### src/rtl/seq_divider.sv
// Sequential restoring divider with signed/unsigned operation.
//
// Ports:
//   clock, reset    - sole clock; synchronous active-high reset
//   flush           - synchronous abort of any operation in flight
//   in_valid        - operands present; accepted only in idle without flush
//   in_hold         - high while busy; upstream keeps operands stable
//   in_signed       - 1 = two's-complement divide, 0 = unsigned
//   numer, denom    - dividend and divisor
//   out_valid       - result registers hold a completed result
//   out_hold        - downstream stall; holds the result in done
//   quotient        - registered quotient
//   remainder       - registered remainder (sign follows the dividend)
//   flags           - registered {carry, negative, overflow, zero}
module seq_divider #(
  parameter int unsigned WIDTH          = 32,
  parameter int unsigned BITS_PER_CYCLE = 1
) (
  input  logic             clock,
  input  logic             reset,
  input  logic             flush,
  input  logic             in_valid,
  output logic             in_hold,
  input  logic             in_signed,
  input  logic [WIDTH-1:0] numer,
  input  logic [WIDTH-1:0] denom,
  output logic             out_valid,
  input  logic             out_hold,
  output logic [WIDTH-1:0] quotient,
  output logic [WIDTH-1:0] remainder,
  output logic [3:0]       flags
);

  localparam int unsigned N    = WIDTH / BITS_PER_CYCLE;
  localparam int unsigned CntW = (N > 1) ? $clog2(N) : 1;
  localparam int unsigned WB   = WIDTH + BITS_PER_CYCLE;

  localparam logic [WIDTH-1:0] MinVal = {1'b1, {(WIDTH-1){1'b0}}};

  typedef enum logic [1:0] {StIdle, StIterate, StFixup, StDone} state_e;

  state_e            state_q, state_d;
  logic [WIDTH-1:0]  work_q, work_d;   // dividend bits shifted out, quotient bits shifted in
  logic [WIDTH-1:0]  rem_q, rem_d;     // partial remainder magnitude
  logic [WIDTH-1:0]  den_q, den_d;     // divisor magnitude
  logic [CntW-1:0]   cnt_q, cnt_d;
  logic              neg_q_q, neg_q_d; // quotient must be negated
  logic              neg_r_q, neg_r_d; // remainder must be negated
  logic [WIDTH-1:0]  quo_q, quo_d;
  logic [WIDTH-1:0]  rmd_q, rmd_d;
  logic [3:0]        flags_q, flags_d;

  logic              accept;
  logic              num_neg, den_neg, min_ovf;
  logic [WIDTH-1:0]  num_abs, den_abs;
  logic [WB-1:0]     den_ext, step_r;
  logic [WIDTH-1:0]  step_w;
  logic [WIDTH-1:0]  fix_q, fix_r;

  assign accept  = (state_q == StIdle) && in_valid && !flush;
  assign num_neg = in_signed & numer[WIDTH-1];
  assign den_neg = in_signed & denom[WIDTH-1];
  assign num_abs = num_neg ? -numer : numer;
  assign den_abs = den_neg ? -denom : denom;
  assign min_ovf = in_signed && (numer == MinVal) && (&denom);

  assign den_ext = {{BITS_PER_CYCLE{1'b0}}, den_q};
  assign fix_q   = neg_q_q ? -work_q : work_q;
  assign fix_r   = neg_r_q ? -rem_q : rem_q;

  // One iteration: retire BITS_PER_CYCLE restoring shift-subtract steps.
  // The extra BITS_PER_CYCLE bits keep the shifted partial remainder intact.
  always_comb begin
    step_r = {{BITS_PER_CYCLE{1'b0}}, rem_q};
    step_w = work_q;
    for (int unsigned i = 0; i < BITS_PER_CYCLE; i++) begin
      step_r = {step_r[WB-2:0], step_w[WIDTH-1]};
      step_w = {step_w[WIDTH-2:0], 1'b0};
      if (step_r >= den_ext) begin
        step_r    = step_r - den_ext;
        step_w[0] = 1'b1;
      end
    end
  end

  always_comb begin
    state_d = state_q;
    work_d  = work_q;
    rem_d   = rem_q;
    den_d   = den_q;
    cnt_d   = cnt_q;
    neg_q_d = neg_q_q;
    neg_r_d = neg_r_q;
    quo_d   = quo_q;
    rmd_d   = rmd_q;
    flags_d = flags_q;
    unique case (state_q)
      StIdle: begin
        if (accept) begin
          if (denom == '0) begin
            quo_d   = '1;
            rmd_d   = numer;
            flags_d = 4'b0110;
            state_d = StDone;
          end else if (min_ovf) begin
            quo_d   = MinVal;
            rmd_d   = '0;
            flags_d = 4'b0110;
            state_d = StDone;
          end else begin
            work_d  = num_abs;
            rem_d   = '0;
            den_d   = den_abs;
            cnt_d   = '0;
            neg_q_d = num_neg ^ den_neg;
            neg_r_d = num_neg;
            state_d = StIterate;
          end
        end
      end
      StIterate: begin
        work_d = step_w;
        rem_d  = step_r[WIDTH-1:0];
        cnt_d  = cnt_q + CntW'(1);
        if (cnt_q == CntW'(N - 1)) state_d = StFixup;
      end
      StFixup: begin
        quo_d   = fix_q;
        rmd_d   = fix_r;
        flags_d = {1'b0, fix_q[WIDTH-1], 1'b0, (fix_q == '0)};
        state_d = StDone;
      end
      StDone: begin
        if (!out_hold) state_d = StIdle;
      end
      default: state_d = StIdle;
    endcase
    // Abort: drop the operation and leave the previous result untouched.
    if (flush) begin
      state_d = StIdle;
      quo_d   = quo_q;
      rmd_d   = rmd_q;
      flags_d = flags_q;
    end
  end

  always_ff @(posedge clock) begin
    if (reset) begin
      state_q <= StIdle;
      work_q  <= '0;
      rem_q   <= '0;
      den_q   <= '0;
      cnt_q   <= '0;
      neg_q_q <= 1'b0;
      neg_r_q <= 1'b0;
      quo_q   <= '0;
      rmd_q   <= '0;
      flags_q <= '0;
    end else begin
      state_q <= state_d;
      work_q  <= work_d;
      rem_q   <= rem_d;
      den_q   <= den_d;
      cnt_q   <= cnt_d;
      neg_q_q <= neg_q_d;
      neg_r_q <= neg_r_d;
      quo_q   <= quo_d;
      rmd_q   <= rmd_d;
      flags_q <= flags_d;
    end
  end

  assign in_hold   = (state_q != StIdle);
  assign out_valid = (state_q == StDone);
  assign quotient  = quo_q;
  assign remainder = rmd_q;
  assign flags     = flags_q;

endmodule
### config.mk
export PLATFORM = sky130hd
export DESIGN_NAME = seq_divider
export DESIGN_NICKNAME = d
export VERILOG_FILES = /design/src/rtl/seq_divider.sv
export SDC_FILE = /design/constraint.sdc
export NUM_CORES = 1
export LEC_CHECK = 0
export ABC_CLOCK_PERIOD_IN_PS = 3700
export BUFFER_PORTS_ARGS = -buffer_cell sky130_fd_sc_hd__buf_2
export CAP_MARGIN = 25
export CORE_MARGIN = 2
export CORE_UTILIZATION = 55
export CTS_CLUSTER_SIZE = 12
export DETAILED_ROUTE_END_ITERATION = 7
export MAX_ROUTING_LAYER = met4
export PLACE_DENSITY = 0.78
export SYNTH_ARGS = -nofsm -noshare
export SYNTH_HDL_FRONTEND = slang
export SYNTH_SLANG_ARGS = --single-unit
### constraint.sdc
create_clock -name clock -period 3.7 [get_ports clock]
set_input_delay 0.37 -clock clock [delete_from_list [all_inputs] [get_ports clock]]
set_output_delay 0.37 -clock clock [all_outputs]
set_load 0.1 [all_outputs]
## Word-level counts from Yosys, hierarchy flattened

Index checks and enable logic that the tools add are counted.

| operators by class | value |
|---|---|
| $add $sub $neg | 6 |
| order comparisons | 1 |
| eq/ne operators | 11 |
| mux-type cells | 36 |
| bitwise gates (word level) | 6 |
| reductions and logical operators | 17 |

Operator list:

| kind | count |
|---|---|
| 2-to-1 mux 32 bit | 17 |
| one-hot mux 32 bit (2 select lines) | 4 |
| negation 32 bit | 4 |
| logical NOT 32 bit | 2 |
| greater-or-equal comparator 33 x 32 -> 1 bit | 1 |
| equality test 32 bit, second input constant | 1 |
| AND reduction 32 bit | 1 |
| subtractor 32 bit | 1 |
| 2-to-1 mux 5 bit | 3 |
| 2-to-1 mux 4 bit | 3 |
| AND reduction 4 bit | 3 |
| 2-to-1 mux 2 bit | 5 |
| inequality test 2 bit, second input constant | 5 |
| one-hot mux 5 bit (2 select lines) | 1 |
| one-hot mux 2 bit (4 select lines) | 1 |
| one-hot mux 4 bit (2 select lines) | 1 |
| nonzero test 2 bit | 3 |
| adder 5 x 1 -> 5 bit, second input constant | 1 |
| equality test 5 bit, second input constant | 1 |
| equality test 2 bit, second input constant | 2 |
| logical AND 1 bit | 4 |
| inequality test 3 x 2 -> 1 bit, second input constant | 1 |
| NOT 1 bit | 3 |
| AND reduction 3 bit | 1 |
| other kinds (7) | 8 |

| storage, ports and cells | value |
|---|---|
| bits in registers | 173 |
| input port bits | 70 |

## Longest topological paths before layout

| logic depth | value |
|---|---|
| word-level depth | 7 |
| gate-level depth with buffers | 13 |

## Least setup slack after synthesis

OpenSTA, ideal clock, no wires.

| timing path | value |
|---|---|
| path type | input-to-reg |
| start point | input port numer[0] |
| end point | register rem_q[29] |
| arrival | 3,250 ps |
| required time | 3,573 ps |
| slack | 323 ps |
| stages on the path | 12 |
| cells stage by stage | inv_1 > ha_1 > or3b_2 > nor4_1 > nand3_1 > o21ai_2 > o22ai_1 > nand3_1 > or2_2 > buf_2 > a2111oi_0 > or3_1 |

| between the ends | value |
|---|---|
| word-level cells in the longest chain between the ends | 5 |

Ends and longest elaborated chain:

| element | RTL line | text |
|---|---|---|
| from (decl) | 25 | `input logic [WIDTH-1:0] numer,` |
| equality test 32 bit | 65 | `assign min_ovf = in_signed && (numer == MinVal) && (&denom);` |
| logical AND 1 bit (2 in series) | 65 |  |
| inequality test 2 bit (no line) | - |  |
| AND reduction 4 bit (no line) | - |  |
| to (signal assigned) | 162 | `rem_q <= rem_d;` |
| to (decl) | 44 | `logic [WIDTH-1:0] rem_q, rem_d;` |

Every way passes these cells.
A chain may end at the register's enable or synchronous reset.

## Worst setup path in the final report

| timing path | value |
|---|---|
| start point | register rem_q[5] |
| end point | register rmd_q[24], in the netlist remainder[24] |

| between the ends | value |
|---|---|
| word-level cells in the longest chain between the ends | 3 |

Ends and longest elaborated chain:

| element | RTL line | text |
|---|---|---|
| negation 32 bit | 69 | `assign fix_r = neg_r_q ? -rem_q : rem_q;` |
| 2-to-1 mux 32 bit | 69 |  |
| one-hot mux 32 bit (2 select lines) | 97 | `unique case (state_q)` |
| to (signal assigned) | 168 | `rmd_q <= rmd_d;` |
| to (decl) | 50 | `logic [WIDTH-1:0] rmd_q, rmd_d;` |

Every way passes these cells.

==> flow_metrics.py <==
metrics = {
    "global_routing": {
        "grt.total_usage_pct": 30.45,
        "grt_first_pass_wirelength_um": 52520,
        "grt_pass1_vias": 10585,
        "antenna_violations_before_repair": 0,
        "total_global_routing_overflow": 0,
        "grt_start_max_net_pins": 89,
    },
    "worst_setup_path": {
        "cp_slowest_cell": "sky130_fd_sc_hd__or4_1",
        "worst_r2r_startpoint": "rem_q[5]$_SDFFE_PP0P_",
        "timing.reg2reg.setup_slack_ns": 0.23,
        "critical-path-top-delay-family": "simple AND/OR/NAND/NOR gates",
        "crit_fanout": 5,
        "r2r-end": "remainder[24]$_SDFFE_PP0P_",
        "crit_path_max_incr_delay_ns": 0.57,
        "critPathKind": "register to register",
        "setup.worst_path.start_class": "register",
        "critPathRequiredTime_ns": 3.99,
        "timing.reg2reg.worst_path_depth": 9,
        "arrival_ns": 3.76,
        "critical_path.endpoint_type": "register",
        "critical_path.n_buffers_inverters": 0,
        "timing.critical_path.cells": "or4_1, or2_1, or4_4, or4_1, or4_4, o31ai_1, xnor2_1, a221oi_1, nor3_1",
    },
    "outcome": {
        "status": "finished clean",
    },
    "drt": {
        "totalWireLength_um": 32470,
        "vias_per_cell": 6.065,
        "post-route-drc-count": 0,
        "vias": 11402,
        "drt-pass1-iter-count": 6,
        "routed_wire_length_per_instance_um": 17.27,
        "detail-route-antenna-nets": 0,
        "detailedRoute.firstIterationViolations": 1013,
    },
    "sta": {
        "fin_hold_ws_ns": 0.1549,
        "min_clock_period_post_route_ns": 3.470,
        "timing.slew.headroom_pct": 34.40,
        "worst-slew-pin-transition_ns": 0.9818,
        "timing.final.hold_violations": 0,
        "period_utilization_pct": 93.79,
        "sum_neg_setup_slack_ns": 0,
        "final_max_slew_viol_count": 0,
        "max_clock_freq_mhz": 288.2,
        "rsz0062_at_grt": "no",
        "timing.clock.skew_ns": 0.01734,
        "timing.final.setup_violations": 0,
    },
    "synth": {
        "yosysTopAreaCellShare_pct": 30.28,
        "synthFlopType": "sky130_fd_sc_hd__dfxtp_1",
        "synth_seq_area_share_pct": 30.28,
        "synth_area_mm2": 0.01131,
        "synth_cell_type_count": 62,
        "cell_count_after_synthesis": 1503,
        "synth.largest_area_cell": "sky130_fd_sc_hd__dfxtp_1",
        "synth.top_cells.by_area": "sky130_fd_sc_hd__dfxtp_1 30%, sky130_fd_sc_hd__xnor2_1 7.7%, sky130_fd_sc_hd__nor2_1 5.9%",
        "synth_edf_count": 0,
        "synth-seq-cells": 171,
        "synth-async-reset-ratio_pct": 0,
        "synthesis.yosys.warnings": 0,
        "syn_nets": 1617,
        "syn_area_per_cell_um2": 7.523,
    },
    "power_and_ir_drop": {
        "vdd.ir_drop.worst_mv": 0.2743,
        "p_int_uw": 3336,
        "seqPwrFrac_pct": 42.2,
        "pwr_density_cell_mw_per_mm2": 357.6,
        "netSwitchingPower_uw": 1283,
        "switching_share_pct": 27.78,
        "p_comb_share_pct": 17.2,
        "p_clk_share_pct": 40.6,
        "cellLeakagePower_uw": 0.005161,
    },
    "finish": {
        "area.sequential_mm2": 0.003423,
        "mostFrequentLayoutCell": "sky130_fd_sc_hd__nor2_1",
        "nNetsFinal": 1714,
        "layout-drive-gt1-share_pct": 14.29,
        "fillCellCount": 1773,
        "most-common-layout-cells": "175 x sky130_fd_sc_hd__nor2_1, 171 x sky130_fd_sc_hd__dfxtp_1, 155 x sky130_fd_sc_hd__nand2_1",
        "multi_input_comb_area_mm2": 0.007321,
        "n_antenna_cell": 0,
        "layout.core_utilization_pct": 63.85,
        "area_added_between_synthesis_and_finish_pct": 14.26,
    },
    "placed_design": {
        "port_buffers": 138,
        "gpl.final_weighted_congestion": 0.9365,
        "post-dp-hpwl_um": 24210,
    },
    "min_path": {
        "hold_class": "primary input to register",
        "hold_path.startpoint": "flush",
        "hold_path_depth": 2,
        "min_to": "state_q[0]$_SDFFE_PP0P_",
    },
    "floorplan": {
        "placeableCoreArea_mm2": 0.02023,
        "io_pins": 140,
        "rows": 52,
        "die-height_um": 147.4,
        "chipWidth_um": 147.4,
        "die_area_mm2": 0.02172,
        "initial_core_util_pct": 55.88,
    },
    "clock_network": {
        "tritoncts": "done",
        "clock_latency_reported_for_the_late_side_of_the_worst_skew_pair_ns": 0.44,
        "post_cts_resized": 0,
        "clockBufferDepth": 2,
        "postCtsHoldBufs": 0,
        "htree_levels": 4,
        "clk_pin_slew_worst_paths_ns": 0.06,
        "numCtsBuffers": 17,
        "ctsRootBufferMaster": "sky130_fd_sc_hd__clkbuf_16",
        "cts_sinks": 171,
        "post_cts_repair_setup_buffers": 0,
    },
    "job": {
        "number_of_maximum_capacitance_violations": 0,
    },
}
## through the flow
stage	instances	area (um2)	worst slack [ns]	power, uW
2_1_floorplan	1503	11310	0.3229	2532
3_3_place_gp	1849	12300	0.2928	2753
3_5_place_dp	1850	12310	0.2417	2766
4_1_cts	1879	12910	0.2271	4627
5_1_grt	1880	12920	0.06642	4805
6_report	1880	12920	0.2297	4620
## how the worst max path moves through the flow
stage	start	endpoint	slack [ns]	cells past startpoint
6_report	rem_q[5]$_SDFFE_PP0P_	remainder[24]$_SDFFE_PP0P_	0.23	9
5_1_grt	rem_q[5]$_SDFFE_PP0P_	remainder[24]$_SDFFE_PP0P_	0.07	9
4_1_cts	rem_q[5]$_SDFFE_PP0P_	remainder[24]$_SDFFE_PP0P_	0.23	9
3_5_place_dp	rem_q[5]$_SDFFE_PP0P_	remainder[24]$_SDFFE_PP0P_	0.24	9
3_3_place_gp	rem_q[5]$_SDFFE_PP0P_	remainder[24]$_SDFFE_PP0P_	0.29	9
2_1_floorplan	numer[0]	rem_q[29]$_SDFFE_PP0P_	0.32	12
## cell usage after synthesis (all sizes together), types with 4 or more instances
library cell	count
o221ai	5
nand4	21
xor2	49
ha	43
nor3	53
o22ai	11
a211oi	44
a221oi	35
o21a	8
and2	6
mux2i	11
or3	24
o41ai	17
and3	5
o21ai	91
xnor2	99
nand3	32
nand2b	11
nor4	13
a21o	8
nand2	155
a31oi	16
dfxtp	171
o31ai	28
a21oi	118
or2	5
buf	11
inv	58
clkbuf	90
nor2	178
o21bai	4
o211ai	6
a22oi	18
or4	23
## final cells by class
cell class	instances	area share [%]
tap	270	2.615
sequential	171	26.50
clock inverter	7	1.104
clock buffer	22	3.515
timing repair buffer	179	7.922
multi-input combinational	1173	56.66
inverter	58	1.685
## routing by layer
metal	share of wire [%]	GRT usage, %	vias up	wire length [um]
li1	-	-	5612	-
met1	43	37.53	5307	13870
met2	49	51.85	424	16020
met3	5.7	3.765	59	1842
met4	2.3	10.34	0	741
met5	0	-	-	0
## cells by family (layout without fill, tap and decap cells)
logic type	count (synthesis)	after routing	share of synthesized area (%)
DFF	171	171	30.28
xor gates and xnor gates	148	148	11.46
other	1	1	0.03317
AOI/OAI and AO/OA	431	431	24.91
buffers and inverters	159	266	5.378
muxes	12	12	1.073
adders and majority gates	44	44	4.935
and+or+nand+nor	537	537	21.93
## state kept, by name, summed over array words and instances (netlist names)
name	count
cnt_q	5
den_q	32
flags	3
neg_q_q	1
neg_r_q	1
quotient	31
rem_q	32
remainder	32
state_q	2
work_q	32
## power by group through the flow
| stage | combinational (uW) | clock [uW] | sequential (uW) |
|---|---|---|---|
| CTS | 782 | 1900 | 1950 |
| floorplan | 569 | 0 | 1960 |
| detailed placement | 776 | 0 | 1990 |
| finish | 793 | 1880 | 1950 |
| global placement | 766 | 0 | 1990 |
| global route | 874 | 1970 | 1960 |
(Power assumes the default switching activity.)
